### config.mk
export PLATFORM = sky130hd
export DESIGN_NAME = method_div_responder_flat
export DESIGN_NICKNAME = d
export VERILOG_FILES = /design/src/rtl/method_if_pkg.sv /design/src/rtl/method_div_responder_if.sv /design/src/rtl/method_div_responder_handshake.sv /design/src/rtl/method_div_responder.sv /design/src/flat_wrapper.sv
export SDC_FILE = /design/constraint.sdc
export NUM_CORES = 1
export LEC_CHECK = 0
export CAP_MARGIN = 30
export CORE_MARGIN = 4
export CORE_UTILIZATION = 56
export DETAILED_ROUTE_END_ITERATION = 10
export GPL_TIMING_DRIVEN = 0
export PLACE_DENSITY = 0.81
export SLEW_MARGIN = 15
export SYNTH_ARGS = -nofsm -noshare
export SYNTH_HDL_FRONTEND = slang
export SYNTH_SLANG_ARGS = --single-unit
### constraint.sdc
create_clock -name clk -period 9.3 [get_ports clk]
set_input_delay 1.86 -clock clk [delete_from_list [all_inputs] [get_ports clk]]
set_output_delay 1.86 -clock clk [all_outputs]
set_load 0.1 [all_outputs]
### src/rtl/method_if_pkg.sv
// Shared types and constants for method-call responders: FSM state encoding,
// counter sizing helper and the divide-by-zero quotient pattern.
package method_if_pkg;

    typedef enum logic [1:0] {
        IDLE,
        CALC,
        FIXUP,
        DONE
    } state_e;

    localparam int DEFAULT_WIDTH = 32;
    localparam int MAX_WIDTH     = 64;

    // All-ones quotient reported for a zero divisor; sliced to the operand width.
    localparam logic [MAX_WIDTH-1:0] DIV_BY_ZERO_QUOT = '1;

    // Step-counter width; the counter has to hold WIDTH-1.
    function automatic int cnt_width(input int width);
        return (width < 2) ? 1 : $clog2(width);
    endfunction

endpackage

### src/rtl/method_div_responder_if.sv
// Method-call bundle for `div`: the caller drives req and operands, the responder
// answers with busy, quotient, remainder and the divide-by-zero flag.
interface method_div_responder_if import method_if_pkg::*; #(
    parameter int WIDTH = DEFAULT_WIDTH
);
    logic             div_req;
    logic [WIDTH-1:0] div_a;
    logic [WIDTH-1:0] div_b;
    logic             div_busy;
    logic [WIDTH-1:0] div_return;
    logic [WIDTH-1:0] div_remainder;
    logic             div_by_zero;

    modport master (
        output div_req, div_a, div_b,
        input  div_busy, div_return, div_remainder, div_by_zero
    );

    modport slave (
        input  div_req, div_a, div_b,
        output div_busy, div_return, div_remainder, div_by_zero
    );
endinterface

### src/rtl/method_div_responder_handshake.sv
// Reusable callee handshake: accepts a level request once per arming, holds busy
// until the method datapath signals finish, and rearms only after req drops.
module method_handshake (
    input  logic clk,
    input  logic reset,
    input  logic req,
    input  logic finish,
    output logic accept,
    output logic busy
);
    logic armed_q, armed_d;
    logic busy_q, busy_d;

    always_comb begin
        armed_d = armed_q;
        busy_d  = busy_q;
        accept  = !busy_q && armed_q && req;
        if (accept) begin
            busy_d  = 1'b1;
            armed_d = 1'b0;
        end else if (!busy_q && !req) begin
            armed_d = 1'b1;
        end
        // finish only occurs while busy, so it never collides with accept.
        if (finish) busy_d = 1'b0;
    end

    // NOTE: sequential state uses non-blocking assignments so every flop samples pre-edge values.
    always_ff @(posedge clk or posedge reset) begin
        if (reset) begin
            armed_q <= 1'b1;
            busy_q  <= 1'b0;
        end else begin
            armed_q <= armed_d;
            busy_q  <= busy_d;
        end
    end

    assign busy = busy_q;

endmodule

### src/rtl/method_div_responder.sv
// Responder for method `div`: iterative restoring divider, one quotient bit per cycle.
// Define METHOD_DIV_SIGNED_EN for two's-complement operands (adds a FIXUP step).
module method_div_responder import method_if_pkg::*; #(
    parameter int WIDTH = DEFAULT_WIDTH
) (
    input  logic                  clk,
    input  logic                  reset,
    method_div_responder_if.slave bus
);
    localparam int CNT_W = cnt_width(WIDTH);

    state_e           state_q, state_d;
    logic [WIDTH-1:0] rem_q, rem_d;
    logic [WIDTH-1:0] quot_q, quot_d;
    logic [WIDTH-1:0] divisor_q, divisor_d;
    logic [WIDTH-1:0] dividend_q, dividend_d;
    logic [WIDTH-1:0] return_q, return_d;
    logic [WIDTH-1:0] remainder_q, remainder_d;
    logic             by_zero_q, by_zero_d;
    logic             zero_div_q, zero_div_d;
    logic [CNT_W-1:0] count_q, count_d;
`ifdef METHOD_DIV_SIGNED_EN
    logic             neg_quot_q, neg_quot_d;
    logic             neg_rem_q, neg_rem_d;
`endif

    logic             accept;
    logic             finish;
    logic [WIDTH:0]   shifted;
    logic [WIDTH+1:0] trial;
    logic             borrow;

    method_handshake u_handshake (
        .clk    (clk),
        .reset  (reset),
        .req    (bus.div_req),
        .finish (finish),
        .accept (accept),
        .busy   (bus.div_busy)
    );

    assign finish = (state_q == DONE);

    // NOTE: every signal written here gets a default first, so no latch is inferred.
    always_comb begin
        state_d     = state_q;
        rem_d       = rem_q;
        quot_d      = quot_q;
        divisor_d   = divisor_q;
        dividend_d  = dividend_q;
        return_d    = return_q;
        remainder_d = remainder_q;
        by_zero_d   = by_zero_q;
        zero_div_d  = zero_div_q;
        count_d     = count_q;
`ifdef METHOD_DIV_SIGNED_EN
        neg_quot_d  = neg_quot_q;
        neg_rem_d   = neg_rem_q;
`endif
        // Extra top bit keeps the trial subtraction's borrow visible.
        shifted = {rem_q, quot_q[WIDTH-1]};
        trial   = {1'b0, shifted} - {2'b00, divisor_q};
        borrow  = trial[WIDTH+1];

        unique case (state_q)
            IDLE: begin
                if (accept) begin
                    dividend_d = bus.div_a;
                    rem_d      = '0;
`ifdef METHOD_DIV_SIGNED_EN
                    quot_d     = bus.div_a[WIDTH-1] ? -bus.div_a : bus.div_a;
                    divisor_d  = bus.div_b[WIDTH-1] ? -bus.div_b : bus.div_b;
                    neg_quot_d = bus.div_a[WIDTH-1] ^ bus.div_b[WIDTH-1];
                    neg_rem_d  = bus.div_a[WIDTH-1];
`else
                    quot_d     = bus.div_a;
                    divisor_d  = bus.div_b;
`endif
                    count_d    = CNT_W'(WIDTH - 1);
                    zero_div_d = (bus.div_b == '0);
                    state_d    = zero_div_d ? DONE : CALC;
                end
            end
            CALC: begin
                rem_d   = borrow ? shifted[WIDTH-1:0] : WIDTH'(trial);
                quot_d  = {quot_q[WIDTH-2:0], ~borrow};
                count_d = count_q - CNT_W'(1);
                if (count_q == '0) begin
`ifdef METHOD_DIV_SIGNED_EN
                    state_d = FIXUP;
`else
                    state_d = DONE;
`endif
                end
            end
`ifdef METHOD_DIV_SIGNED_EN
            FIXUP: begin
                if (neg_quot_q) quot_d = -quot_q;
                if (neg_rem_q)  rem_d  = -rem_q;
                state_d = DONE;
            end
`endif
            DONE: begin
                return_d    = zero_div_q ? DIV_BY_ZERO_QUOT[WIDTH-1:0] : quot_q;
                remainder_d = zero_div_q ? dividend_q : rem_q;
                by_zero_d   = zero_div_q;
                state_d     = IDLE;
            end
            default: state_d = IDLE;
        endcase
    end

    always_ff @(posedge clk or posedge reset) begin
        if (reset) begin
            state_q     <= IDLE;
            rem_q       <= '0;
            quot_q      <= '0;
            divisor_q   <= '0;
            dividend_q  <= '0;
            return_q    <= '0;
            remainder_q <= '0;
            by_zero_q   <= 1'b0;
            zero_div_q  <= 1'b0;
            count_q     <= '0;
`ifdef METHOD_DIV_SIGNED_EN
            neg_quot_q  <= 1'b0;
            neg_rem_q   <= 1'b0;
`endif
        end else begin
            state_q     <= state_d;
            rem_q       <= rem_d;
            quot_q      <= quot_d;
            divisor_q   <= divisor_d;
            dividend_q  <= dividend_d;
            return_q    <= return_d;
            remainder_q <= remainder_d;
            by_zero_q   <= by_zero_d;
            zero_div_q  <= zero_div_d;
            count_q     <= count_d;
`ifdef METHOD_DIV_SIGNED_EN
            neg_quot_q  <= neg_quot_d;
            neg_rem_q   <= neg_rem_d;
`endif
        end
    end

    assign bus.div_return    = return_q;
    assign bus.div_remainder = remainder_q;
    assign bus.div_by_zero   = by_zero_q;

endmodule

### src/flat_wrapper.sv
// flat-port wrapper written by rule: the top's interface ports become plain ports
module method_div_responder_flat import method_if_pkg::*;
#(
    parameter int WIDTH = DEFAULT_WIDTH
)
  (clk, reset, bus_div_req, bus_div_a, bus_div_b, bus_div_busy, bus_div_return, bus_div_remainder, bus_div_by_zero);
  method_div_responder_if #(.WIDTH(WIDTH)) bus_i ();
  input  logic clk;
  input  logic reset;
  input wire logic [$bits(bus_i.div_req)-1:0] bus_div_req;
  input wire logic [$bits(bus_i.div_a)-1:0] bus_div_a;
  input wire logic [$bits(bus_i.div_b)-1:0] bus_div_b;
  output wire logic [$bits(bus_i.div_busy)-1:0] bus_div_busy;
  output wire logic [$bits(bus_i.div_return)-1:0] bus_div_return;
  output wire logic [$bits(bus_i.div_remainder)-1:0] bus_div_remainder;
  output wire logic [$bits(bus_i.div_by_zero)-1:0] bus_div_by_zero;
  assign bus_i.div_req = bus_div_req;
  assign bus_i.div_a = bus_div_a;
  assign bus_i.div_b = bus_div_b;
  assign bus_div_busy = bus_i.div_busy;
  assign bus_div_return = bus_i.div_return;
  assign bus_div_remainder = bus_i.div_remainder;
  assign bus_div_by_zero = bus_i.div_by_zero;
  method_div_responder #(.WIDTH(WIDTH)) u_core (.clk(clk), .reset(reset), .bus(bus_i));
endmodule
==> impl_metrics.py <==
metrics = {
    "status": {
        "status": "completed",
    },
    "yosys": {
        "yosys.area.top_type": "dfrtp_1",
        "synth_area_mm2": 0.0101,
        "yosysSeqAreaShare_pct": 50.1,
        "synth.distinct_cells": 60,
        "synth_enable_flop_cells": 0,
        "synth-async-reset-ratio_pct": 100,
        "yosysWarnings": 0,
        "synth_nets": 1135,
        "synth-seq-cells": 203,
        "yosys.area.top_type_share_pct": 49.8,
        "synthCells": 1033,
        "syn_area_per_cell_um2": 9.82,
        "synthFlopType": "dfrtp_1",
        "synth_area_leaders": "dfrtp_1 50%, mux2i_1 5.0%, a21oi_1 4.8%",
    },
    "final_layout": {
        "num-fill-cells": 1318,
        "drive_gt1_share_pct": 7.78,
        "diodes": 0,
        "final_cell_area_mm2": 0.0126,
        "nets": 1293,
        "area_delta_synth_final_pct": 24.2,
    },
    "setup_path": {
        "cp_data_arrival_time_ns": 4.51,
        "critPathMaxFanout": 10,
        "worstReg2RegStart": "u_core.quot_q[31]",
        "required_ns": 9.70,
        "crit_slowest_cell": "clkbuf_1",
        "end_kind": "flop",
        "reg2reg_slack_ns": 6.28,
        "critPathKind": "input port to flop",
        "slowest_delay_ns": 0.63,
        "crit_chain": "clkdlybuf4s50_1, nand2_1, nor4_1, clkbuf_1, clkbuf_1, mux2_2",
        "crit_top_cell": "clkbuf_1",
        "worst_setup_path_start_kind": "input port",
        "ff2ff_path_depth": 12,
        "rr_endpoint": "u_core.rem_q[20]",
    },
    "clocking": {
        "htree_levels": 1,
        "clk_pin_slew_ns": 0.06,
        "postCtsResizedCells": 0,
        "cts-root-buf": "clkbuf_16",
        "clk_latency_ns": 0.52,
        "cts_tree": "built",
        "cts_hold_buf": 0,
        "clock_path_buffers": 3,
        "cts_made_buffers": 23,
        "clock_sinks": 203,
        "post_cts_buffers": 0,
    },
    "pwr": {
        "power_density_mw_per_mm2": 442,
        "peakVddDrop_uv": 316,
        "finalPower_uw": 5570,
        "leakagePower_uw": 0.00570,
    },
    "job": {
        "max-cap-violations": 0,
    },
    "placement": {
        "pre_cts_ws_ns": 4.80,
        "port_buffers": 132,
        "finalWeightedCongestion": 0.943,
        "placed_cell_area_mm2": 0.0118,
        "dp_hpwl_um": 20100,
    },
    "timing": {
        "tns_ns": 0,
        "maxSlewHeadroom_pct": 32.5,
        "hold_viol_final": 0,
        "rsz0062_at_grt": "no",
        "final.setup.worst_slack_ns": 5.19,
        "fmax_mhz": 243,
        "period_share_pct": 44.2,
        "clock_skew_ns": 0.00782,
        "finalCriticalPeriod_ns": 4.11,
        "tightest_slew_ns": 1.01,
        "finalSetupViolCount": 0,
        "maxSlewViolCount": 0,
    },
    "grt": {
        "use_met1_pct": 38.1,
        "busiest_layer": "met2",
        "grt_use_met3_pct": 3.76,
        "grt_max_degree": 109,
        "grt_pass1_vias": 8586,
        "antenna_found_initial": 0,
        "grt_first_pass_wirelength_um": 44500,
        "grt_remaining_overflow": 0,
        "grt_use_total_pct": 27.2,
        "use_met2_pct": 44.9,
    },
    "floorplanning": {
        "dieArea_mm2": 0.0203,
        "die_h_um": 143,
        "dieWidth_um": 143,
        "core_area_mm2": 0.0175,
        "initial_core_util_pct": 57.8,
        "ios": 133,
        "num_rows": 48,
    },
    "min_path": {
        "min_path_type": "flop to flop",
        "hold-path-endpoint": "u_core.dividend_q[4]",
        "worstHoldStart": "u_core.dividend_q[4]",
        "min_path_cells": 1,
    },
    "route": {
        "vias": 8543,
        "routedWlPerCell_um": 19.3,
        "drt_wl_total_um": 27700,
        "ant_nets": 0,
        "routed_via_density": 5.96,
        "drtIter0Drc": 756,
        "firstDrtPassIters": 6,
        "drc": 0,
    },
}
-- placed cells by master, fill, tap and decap left out, types with 23 or more instances in the layout --
cell type	instances
a21oi_1	97
a222oi_1	31
clkbuf_1	53
clkbuf_16	23
clkdlybuf4s50_1	132
dfrtp_1	202
ha_1	34
inv_1	76
mux2_2	36
mux2i_1	51
nand2_1	80
nor2_1	121
o21ai_0	54
o21ai_1	31
-- sequential cells by signal, summed over array words and instances (netlist names) --
name and flops:
u_core.zero_div_q 1, u_core.state_q 2, u_core.quot_q 32, u_core.bus.div_by_zero 1, u_core.bus.div_remainder 32, u_core.u_handshake.busy 1
u_core.bus.div_return 32, u_core.divisor_q 32, u_core.count_q 5, u_core.dividend_q 32, u_core.u_handshake.armed_q 1, u_core.rem_q 32
-- cells by family (layout without fill, tap and decap cells) --
group           Yosys count  in the layout  share of synthesized area [%]
fa+ha+maj                35             35                           4.39
compound gates          282            282                           17.8
xor+xnor                 24             24                           2.07
buf+inv                 138            313                           5.32
simple gates            264            264                           11.2
flops                   203            203                           50.1
mux                      87             87                           9.03
-- metrics by stage --
step	util, %	hold slack [ns]	std cells
6_report	71.8	0.510	1433
5_1_grt	71.8	0.525	1433
4_1_cts	71.8	0.499	1433
3_5_place_dp	67.2	0.491	1391
3_3_place_gp	67.0	0.488	1390
2_1_floorplan	-	0.469	1033
-- report_power, final --
group	internal, uW	total, uW	switching, uW
clock network	594	967	373
registers	1260	1560	294
logic	1060	3040	1980
total	2920	5570	2650
-- layer usage --
| layer | wire length [um] | part of all wire (%) |
|---|---|---|
| met1 | 11900 | 43 |
| met2 | 13200 | 48 |
| met3 | 1890 | 6.8 |
| met4 | 676 | 2.4 |
| met5 | 0 | 0 |
-- how the worst max path moves through the flow --
stage / start / endpoint / slack (ns) / cells past startpoint
floorplan: reset / u_core.bus.div_by_zero / 1.90 / 1
global placement: reset / u_core.bus.div_remainder[1] / -0.67 / 2
detailed placement: bus_div_req / u_core.dividend_q[2] / 4.80 / 6
CTS: bus_div_req / u_core.dividend_q[2] / 5.26 / 6
global route: bus_div_req / u_core.dividend_q[2] / 5.13 / 6
finish: bus_div_req / u_core.dividend_q[2] / 5.19 / 6
-- worst max-delay path: cells and delay by family --
family | cells | cell delay, ns
buffers and inverters | 3 | 1.67
and+or+nand+nor | 2 | 0.54
muxes | 1 | 0.42
-- cells in the mapped netlist, types with 7 or more instances --
master	number
a21o_1	12
a21oi_1	97
a222oi_1	31
a32oi_1	11
clkbuf_1	50
dfrtp_1	202
ha_1	34
inv_1	77
mux2_2	36
mux2i_1	51
nand2_1	80
nand3_1	7
nand4_1	9
nor2_1	121
nor3_1	12
nor4_1	13
o21ai_0	54
o21ai_1	31
xnor2_1	14
xor2_1	10
-- cell type report --
class / instances / area, um2 / share of cell area, %
inverters: 77 / 297 / 2.35
plain buffers: 61 / 250 / 1.99
flip-flops and latches: 203 / 5080 / 40.4
well taps: 225 / 282 / 2.24
multi-input cells: 692 / 4520 / 35.9
clock inverters: 13 / 185 / 1.47
repair buffers: 133 / 1350 / 10.7
clock buffers: 29 / 628 / 4.99
(Power assumes the default switching activity.)
